--- src/rtl/decoder_pkg.sv ---
// Shared defaults, data types and output-stage states for the one-hot decoder.
package decoder_pkg;

    localparam int DEFAULT_INPUT_LENGTH  = 4;
    localparam int DEFAULT_OUTPUT_LENGTH = 1 << DEFAULT_INPUT_LENGTH;
    localparam int DEFAULT_FIFO_DEPTH    = 2;
    localparam int DEFAULT_COUNT_WIDTH   = 8;

    typedef logic [DEFAULT_INPUT_LENGTH-1:0]  code_t;
    typedef logic [DEFAULT_OUTPUT_LENGTH-1:0] onehot_t;

    typedef enum logic {EMPTY, FULL} stage_state_t;

endpackage

--- src/rtl/decoder_fifo.sv ---
// Synchronous code FIFO; pushes while full and pops while empty are ignored.
module decoder_fifo #(
    parameter int WIDTH = 4,
    parameter int DEPTH = 2
) (
    input  logic             clk,
    input  logic             reset,
    input  logic             push,
    input  logic [WIDTH-1:0] push_data,
    input  logic             pop,
    output logic [WIDTH-1:0] pop_data,
    output logic             full,
    output logic             empty
);

    localparam int PTR_W = (DEPTH > 1) ? $clog2(DEPTH) : 1;
    localparam int CNT_W = PTR_W + 1;

    logic [WIDTH-1:0] mem [DEPTH];
    logic [PTR_W-1:0] wr_ptr;
    logic [PTR_W-1:0] rd_ptr;
    logic [CNT_W-1:0] count;
    logic             do_push;
    logic             do_pop;

    assign full     = (count == CNT_W'(DEPTH));
    assign empty    = (count == '0);
    assign do_push  = push && !full;
    assign do_pop   = pop && !empty;
    assign pop_data = mem[rd_ptr];

    // Pointers wrap naturally because DEPTH is a power of two.
    always_ff @(posedge clk) begin
        if (reset) begin
            wr_ptr <= '0;
            rd_ptr <= '0;
            count  <= '0;
        end else begin
            if (do_push) begin
                mem[wr_ptr] <= push_data;
                wr_ptr      <= wr_ptr + PTR_W'(1);
            end
            if (do_pop) begin
                rd_ptr <= rd_ptr + PTR_W'(1);
            end
            if (do_push && !do_pop) begin
                count <= count + CNT_W'(1);
            end else if (do_pop && !do_push) begin
                count <= count - CNT_W'(1);
            end
        end
    end

endmodule

--- src/rtl/decoder_with_handshake.sv ---
// Buffered 4-to-16 one-hot decoder with valid/ready on both sides and a handshake counter.
module decoder_with_handshake
    import decoder_pkg::*;
#(
    parameter int INPUT_LENGTH  = DEFAULT_INPUT_LENGTH,
    parameter int OUTPUT_LENGTH = DEFAULT_OUTPUT_LENGTH,
    parameter int FIFO_DEPTH    = DEFAULT_FIFO_DEPTH,
    parameter int COUNT_WIDTH   = DEFAULT_COUNT_WIDTH
) (
    input  logic                     clk,
    input  logic                     reset,
    input  logic                     enable,
    input  logic                     in_valid,
    output logic                     in_ready,
    input  logic [INPUT_LENGTH-1:0]  input_wire,
    output logic                     out_valid,
    input  logic                     out_ready,
    output logic [OUTPUT_LENGTH-1:0] output_wire,
    output logic [COUNT_WIDTH-1:0]   decode_count
);

    stage_state_t            state;
    stage_state_t            next_state;
    logic [INPUT_LENGTH-1:0] head_code;
    logic                    fifo_full;
    logic                    fifo_empty;
    logic                    load;
    logic                    handshake;

    function automatic logic [OUTPUT_LENGTH-1:0] decode(input logic [INPUT_LENGTH-1:0] code);
        return OUTPUT_LENGTH'(1) << code;
    endfunction

    // in_ready depends only on occupancy, never on out_ready.
    assign in_ready  = !reset && !fifo_full;
    assign out_valid = (state == FULL);
    assign handshake = out_valid && out_ready;
    assign load      = enable && !fifo_empty && (!out_valid || out_ready);

    decoder_fifo #(
        .WIDTH (INPUT_LENGTH),
        .DEPTH (FIFO_DEPTH)
    ) u_fifo (
        .clk       (clk),
        .reset     (reset),
        .push      (in_valid && in_ready),
        .push_data (input_wire),
        .pop       (load),
        .pop_data  (head_code),
        .full      (fifo_full),
        .empty     (fifo_empty)
    );

    always_ff @(posedge clk) begin
        if (reset) begin
            state <= EMPTY;
        end else begin
            state <= next_state;
        end
    end

    always_comb begin
        next_state = state;
        case (state)
            EMPTY:   if (load) next_state = FULL;
            FULL:    if (handshake && !load) next_state = EMPTY;
            default: next_state = EMPTY;
        endcase
    end

    // The word register is cleared on drain so it reads zero whenever out_valid is low.
    always_ff @(posedge clk) begin
        if (reset) begin
            output_wire <= '0;
        end else if (load) begin
            output_wire <= decode(head_code);
        end else if (handshake) begin
            output_wire <= '0;
        end
    end

    always_ff @(posedge clk) begin
        if (reset) begin
            decode_count <= '0;
        end else if (handshake) begin
            decode_count <= decode_count + COUNT_WIDTH'(1);
        end
    end

endmodule

--- config.mk ---
export PLATFORM = sky130hd
export DESIGN_NAME = decoder_with_handshake
export DESIGN_NICKNAME = d
export VERILOG_FILES = /design/src/rtl/decoder_pkg.sv /design/src/rtl/decoder_fifo.sv /design/src/rtl/decoder_with_handshake.sv
export SDC_FILE = /design/constraint.sdc
export NUM_CORES = 1
export LEC_CHECK = 0
export ABC_AREA = 1
export BUFFER_PORTS_ARGS = -buffer_cell sky130_fd_sc_hd__buf_4
export CORE_ASPECT_RATIO = 0.8
export CORE_MARGIN = 3
export CORE_UTILIZATION = 28
export CTS_CLUSTER_DIAMETER = 40
export CTS_CLUSTER_SIZE = 24
export DETAILED_ROUTE_END_ITERATION = 7
export PLACE_DENSITY = 0.49
export SLEW_MARGIN = 40
export SYNTH_ARGS = -nofsm -noshare
export SYNTH_HDL_FRONTEND = slang
export SYNTH_HIERARCHICAL = 1
export SYNTH_SLANG_ARGS = --single-unit
--- constraint.sdc ---
create_clock -name clk -period 2.2 [get_ports clk]
set_clock_uncertainty 0.05 [all_clocks]
set_input_delay 0.11 -clock clk [delete_from_list [all_inputs] [get_ports clk]]
set_output_delay 0.11 -clock clk [all_outputs]
set_load 0.02 [all_outputs]
==> results.sh, run 1 <==
export IMPL_power_density_nw_per_um2=656
export IMPL_chipHeight_um=78.4
export IMPL_ios=35
export IMPL_critPathTopFamily="simple AND/OR/NAND/NOR gates"
export IMPL_p_total_uw=1480
export IMPL_clock_root_buffer="clkbuf_8"
export IMPL_synth_avg_cell_area_um2=8.30
export IMPL_synthArstFlopShare_pct=0
export IMPL_grt_max_degree=26
export IMPL_rows=25
export IMPL_critical_path_class="reg -> reg"
export IMPL_rsz0062_at_grt="no"
export IMPL_wl_per_cell_um=11.3
export IMPL_finalSetupViolations=0
export IMPL_finalMaxSlewViolations=0
export IMPL_yosys_top_cells_area="dfxtp_1, edfxtp_1, nand2_1"
export IMPL_hold_end="decode_count[1]"
export IMPL_antennaDiodeCount=0
export IMPL_clk_insertion_delay_late_ns=0.28
export IMPL_initial_core_util_pct=29.9
export IMPL_cts_made_buffers=5
export IMPL_cp_slowest_cell="dfxtp_1"
export IMPL_ys_seq_area_share_pct=45.8
export IMPL_dieArea_um2=7560
export IMPL_drc=0
export IMPL_layout_setup_ws_ns=0.325
export IMPL_yosysWarningCount=6
export IMPL_dp_hpwl_um=2760
export IMPL_dp_worst_setup_slack_ns=0.343
export IMPL_tightest_slew_ns=0.554
export IMPL_yosys_most_used_dff="dfxtp_1"
export IMPL_worst_ir_drop_vdd_mv=0.342
export IMPL_timing_rr_start="u_fifo/count[0]"
export IMPL_h_tree_depth=2
export IMPL_grt_pass1_vias=1419
export IMPL_finalWorstPathRequiredPeriod_ns=1.88
export IMPL_clkSlewWorstSetupHoldPaths_ns=0.08
export IMPL_dieWidth_um=96.5
export IMPL_worstPathArrival_ns=1.75
export IMPL_yosysTopAreaCell="dfxtp_1"
export IMPL_post_route_util_pct=36.9
export IMPL_vias=1501
export IMPL_synthDominantCellAreaShare_pct=32.7
export IMPL_syn_cell_area_um2=1830
export IMPL_hp_start="out_ready"
export IMPL_synth_edf_count=8
export IMPL_end_kind="flip-flop"
export IMPL_cts_tree="built"
export IMPL_core_um2=6130
export IMPL_syn2layout_area_growth_pct=23.3
export IMPL_drtAntennaViolNets=0
export IMPL_finalNonFillerCells=342
export IMPL_crit_chain="nor2_2 -> nor3b_1 -> o21ai_0 -> nor3_1"
export IMPL_nNetsFinal=271
export IMPL_gp_congestion=0.745
export IMPL_cp_max_fo=8
export IMPL_reg2reg_depth=4
export IMPL_dpl_cell_count=330
export IMPL_path_buf_inv=0
export IMPL_hp_class="in -> reg"
export IMPL_setup_tns_ns=0
export IMPL_io_buffers=34
export IMPL_synth_cell_types=27
export IMPL_ff2ff_setup_slack_ns=0.32
export IMPL_max_freq_mhz=533
export IMPL_p_leak_uw=0.000890
export IMPL_synth_fp_nets=232
export IMPL_vias_per_cell=4.39
export IMPL_grt_usage_pct=11.0
export IMPL_overflow=0
export IMPL_timing_rr_end="u_fifo/mem[1][0]"
export IMPL_ys_ff_latch=38
export IMPL_worstSetupStartpointType="flip-flop"
export IMPL_postCtsSetupBuffers=0
export IMPL_wl_um=3870
export IMPL_maxSlewHeadroom_pct=62.9
export IMPL_n_fill_cell=668
export IMPL_antenna_found_initial=0
export IMPL_ys_top_cells_by_count="nand2_1, dfxtp_1, nor2_1"
export IMPL_dr_pass1_iters=4
export IMPL_drive_above_1_share_pct=30.3
export IMPL_drt_iter0_markers=85
export IMPL_cts_sinks=38
export IMPL_synth_cells=221
export IMPL_cp_slowest_stage_delay_ns=0.49
export IMPL_timing_final_crit_share_pct=85.2
export IMPL_yosysMostFrequentCell="nand2_1"
export IMPL_hold_violations=0
export IMPL_maxCapViolations=0
export IMPL_cts_buffer_depth=2
export IMPL_grt_pass1_wl_um=6510
export IMPL_required_ns=2.08
export IMPL_outcome="complete, no violations"
export IMPL_min_path_cells=3
==> where the power goes <==
| group | leakage [uW] | total, uW | internal, uW | switching (uW) |
|---|---|---|---|---|
| registers | 0.000315 | 763 | 737 | 26.1 |
| logic | 0.000533 | 252 | 87.6 | 164 |
| clock network | 0.0000416 | 468 | 217 | 250 |
| total | 0.000890 | 1480 | 1040 | 441 |
==> repair_timing <==
item	4_1_cts	5_1_grt
hold buffers	4	0
hold endpoints to repair	8	0
endpoints found under the setup margin	0	0
resized for setup	0	0
==> state kept, by name, indices dropped and copies added (netlist names), named ones only <==
| register | flops |
|---|---|
| output_wire | 16 |
| u_fifo/rd_ptr | 1 |
| u_fifo/mem | 8 |
| u_fifo/count | 2 |
| decode_count | 8 |
| u_fifo/wr_ptr | 1 |
| out_valid | 1 |
==> tightest hold or removal path: stages <==
cell	delay, ns
buf_4	0.11
a21oi_1	0.06
nor2_1	0.09
==> cell usage in the layout, fill, tap and decap left out <==
cell,n
inv_2,2
nand4_1,2
o21ai_1,3
inv_1,25
nand2_2,1
clkinv_2,1
nand3_2,10
a21oi_1,13
buf_4,35
clkinvlp_4,1
mux2_2,4
nand3_1,20
nor2_2,5
and2_1,1
nor3_1,1
o21ai_0,1
nor3b_1,1
a21oi_2,11
nor2_4,3
dfxtp_1,30
o21ai_2,1
nand2_1,39
dlygate4sd3_1,4
clkinv_1,1
o21a_1,1
ha_1,2
nor2_1,30
clkbuf_8,5
edfxtp_1,8
==> layer usage <==
metal / vias up / wire length [um] / track usage [%]
met4: 0 / 24 / 2.94
li1: 794 / - / -
met5: - / 0 / 0
met3: 2 / 167 / 3.83
met2: 25 / 1650 / 15.8
met1: 680 / 2030 / 15.5
==> metrics by stage <==
step | hold slack (ns) | instance area, um^2
finish | 0.0797 | 2260
global route | 0.0939 | 2260
CTS | 0.0724 | 2260
detailed placement | 0.252 | 2140
global placement | 0.254 | 2140
floorplan | 0.122 | 1830
==> cell families after synthesis <==
kind of cell,after synthesis,synth area share (%)
AO/OA/AOI/OAI,30,10.8
adder cells (fa/ha/maj),2,1.36
buffers and inverters,34,8.94
flip-flops,38,45.8
multiplexers,4,2.46
AND/OR/NAND/NOR,113,30.6
==> cell type report <==
| type | count | area [um^2] | area share [%] |
|---|---|---|---|
| flip-flops and latches | 38 | 841 | 37.2 |
| repair buffers | 39 | 303 | 13.4 |
| well taps | 81 | 101 | 4.48 |
| clock buffers | 5 | 68.8 | 3.04 |
| inverters | 27 | 101 | 4.48 |
| multi-input cells | 149 | 830 | 36.7 |
| clock inverters | 3 | 16.3 | 0.719 |
==> worst max path at each step <==
stage                    startpoint                to  slack (ns)  depth (start not counted)
CTS                 u_fifo/count[0]  u_fifo/mem[1][1]        0.32                          4
finish              u_fifo/count[0]  u_fifo/mem[1][0]        0.32                          4
detailed placement  u_fifo/count[0]  u_fifo/mem[1][0]        0.34                          4
global placement    u_fifo/count[0]  u_fifo/mem[1][3]        0.42                          4
floorplan           u_fifo/count[0]   u_fifo/count[1]        0.44                         12
global route        u_fifo/count[0]  u_fifo/mem[1][2]        0.18                          4
No activity file was read; power rests on OpenSTA's default activity.
==> inputs of run 2 (changes only) <==
--- a/config.mk
+++ b/config.mk
@@ -7,13 +7,15 @@
 export LEC_CHECK = 0
 export ABC_AREA = 1
 export BUFFER_PORTS_ARGS = -buffer_cell sky130_fd_sc_hd__buf_4
+export CELL_PAD_IN_SITES_DETAIL_PLACEMENT = 1
+export CELL_PAD_IN_SITES_GLOBAL_PLACEMENT = 2
 export CORE_ASPECT_RATIO = 0.8
 export CORE_MARGIN = 3
 export CORE_UTILIZATION = 28
 export CTS_CLUSTER_DIAMETER = 40
 export CTS_CLUSTER_SIZE = 24
 export DETAILED_ROUTE_END_ITERATION = 7
-export PLACE_DENSITY = 0.49
+export PLACE_DENSITY = 0.72
 export SLEW_MARGIN = 40
 export SYNTH_ARGS = -nofsm -noshare
 export SYNTH_HDL_FRONTEND = slang
==> constraint.sdc (replaced) <==
create_clock -name clk -period 2.1 [get_ports clk]
set_clock_uncertainty 0.05 [all_clocks]
set_input_delay 0.105 -clock clk [delete_from_list [all_inputs] [get_ports clk]]
set_output_delay 0.105 -clock clk [all_outputs]
set_load 0.02 [all_outputs]
==> run 2 against run 1 <==
First-iteration DRC count is 32% lower; non-clock buffer count is 1 higher; sequential power is 4.7% higher; highest routed layer unchanged.
==> results.sh, run 2 (synthesis results as in run 1) <==
export IMPL_outcome="complete, no violations"
export IMPL_tightest_slew_ns=0.560
export IMPL_layout_commonest_cell="nand2_1"
export IMPL_chipHeight_um=78.4
export IMPL_top_regs="output_wire: 16 flops, decode_count: 8 flops, u_fifo/mem: 8 flops"
export IMPL_drt_iter0_markers=58
export IMPL_cp_slowest_stage_delay_ns=0.48
export IMPL_drive_above_1_share_pct=30.5
export IMPL_grt_pass1_vias=1507
export IMPL_wl_per_cell_um=12.2
export IMPL_cts_tree="built"
export IMPL_setup_tns_ns=0
export IMPL_max_freq_mhz=566
export IMPL_wl_met3_um=170
export IMPL_drc=0
export IMPL_grt_max_degree=26
export IMPL_cts_sinks=38
export IMPL_finalWorstPathRequiredPeriod_ns=1.77
export IMPL_initial_core_util_pct=29.9
export IMPL_drt_met1_wl_um=2180
export IMPL_worstSetupStartpointType="flip-flop"
export IMPL_power_density_nw_per_um2=773
export IMPL_final_cell_mix="nand2_1, buf_4, nor2_1, dfxtp_1, inv_1"
export IMPL_finalSetupViolations=0
export IMPL_dieArea_um2=7560
export IMPL_io_buffers=34
export IMPL_required_ns=2.01
export IMPL_grt_usage_pct=12.2
export IMPL_dr_pass1_iters=4
export IMPL_dpl_cell_count=331
export IMPL_vias=1523
export IMPL_core_um2=6130
export IMPL_crit_chain="nor2_2 -> nor3b_1 -> inv_1 -> nor2_4 -> nand2_1 -> nor2_1"
export IMPL_dieWidth_um=96.5
export IMPL_regMostFlops="output_wire"
export IMPL_rsz0062_at_grt="no"
export IMPL_clk_insertion_delay_late_ns=0.28
export IMPL_postCtsSetupBuffers=0
export IMPL_cts_buffer_depth=2
export IMPL_grt_pass1_wl_um=7170
export IMPL_cts_made_buffers=5
export IMPL_drtAntennaViolNets=0
export IMPL_gp_congestion=0.713
export IMPL_hp_class="in -> reg"
export IMPL_clock_root_buffer="clkbuf_8"
export IMPL_wl_met2_um=1780
export IMPL_path_buf_inv=1
export IMPL_antennaDiodeCount=0
export IMPL_maxSlewHeadroom_pct=62.5
export IMPL_vias_per_cell=4.44
export IMPL_syn2layout_area_growth_pct=26.3
export IMPL_worst_ir_drop_vdd_mv=0.286
export IMPL_ctsResizeCount=0
export IMPL_nNetsFinal=272
export IMPL_finalMaxSlewViolations=0
export IMPL_largest_reg_flops=16
export IMPL_overflow=0
export IMPL_critPathTopFamily="simple AND/OR/NAND/NOR gates"
export IMPL_postCtsHoldBufs=4
export IMPL_critical_path_class="reg -> reg"
export IMPL_wl_um=4180
export IMPL_hold_violations=0
export IMPL_antenna_found_initial=0
export IMPL_p_total_uw=1790
export IMPL_cp_slowest_cell="dfxtp_1"
export IMPL_h_tree_depth=2
export IMPL_finalNonFillerCells=343
export IMPL_timing_final_crit_share_pct=84.1
export IMPL_maxCapViolations=0
export IMPL_end_kind="flip-flop"
export IMPL_routed_top_layer="met4"
export IMPL_ios=35
export IMPL_dp_hpwl_um=3150
export IMPL_p_leak_uw=0.000919
export IMPL_cp_max_fo=8
export IMPL_worstPathArrival_ns=1.68
export IMPL_rows=25
export IMPL_clkSlewWorstSetupHoldPaths_ns=0.08
-- run 2: path summary, 6_finish.rpt --
kind	start	end	slack, ns	cells past startpoint
hold reg to reg	u_fifo/wr_ptr	u_fifo/wr_ptr	0.43	2
hold / removal	out_ready	decode_count[1]	0.07	3
setup / recovery	u_fifo/count[0]	u_fifo/mem[0][1]	0.33	6
setup reg to reg	u_fifo/count[0]	u_fifo/mem[0][1]	0.33	6
-- run 2: through the flow --
stage	area, um^2	util [%]	hold WS [ns]	setup slack [ns]
2_1_floorplan	1830	-	0.117	0.344
5_1_grt	2320	37.8	0.0652	0.133
3_5_place_dp	2140	35.0	0.247	0.328
3_3_place_gp	2140	35.0	0.247	0.359
4_1_cts	2320	37.8	0.0651	0.297
6_report	2320	37.8	0.0723	0.334
-- run 2: cell type report --
class | instances | area [um^2]
Clock buffer | 5 | 68.8
Clock inverter | 3 | 63.8
Tap cell | 81 | 101
Fill cell | 775 | 3810
Timing Repair Buffer | 40 | 310
Sequential cell | 38 | 841
Inverter | 27 | 101
Multi-Input combinational cell | 149 | 830
-- run 2: worst min-delay path, stage by stage --
cell     delay, ns
buf_4         0.12
a21oi_1       0.07
nor2_1        0.09
-- run 2: metal layers --
metal  global-route usage [%]  up-vias
li1                         -      794
met1                     16.7      702
met2                     18.4       22
met3                     3.45        5
met4                     3.78        0
met5                        0        -
-- run 2: report_power, final --
| part | internal, uW | leakage (uW) | total (uW) | switching, uW |
|---|---|---|---|---|
| clock | 470 | 0.0000658 | 726 | 256 |
| sequential | 772 | 0.000315 | 799 | 26.7 |
| combinational | 92.3 | 0.000539 | 264 | 172 |
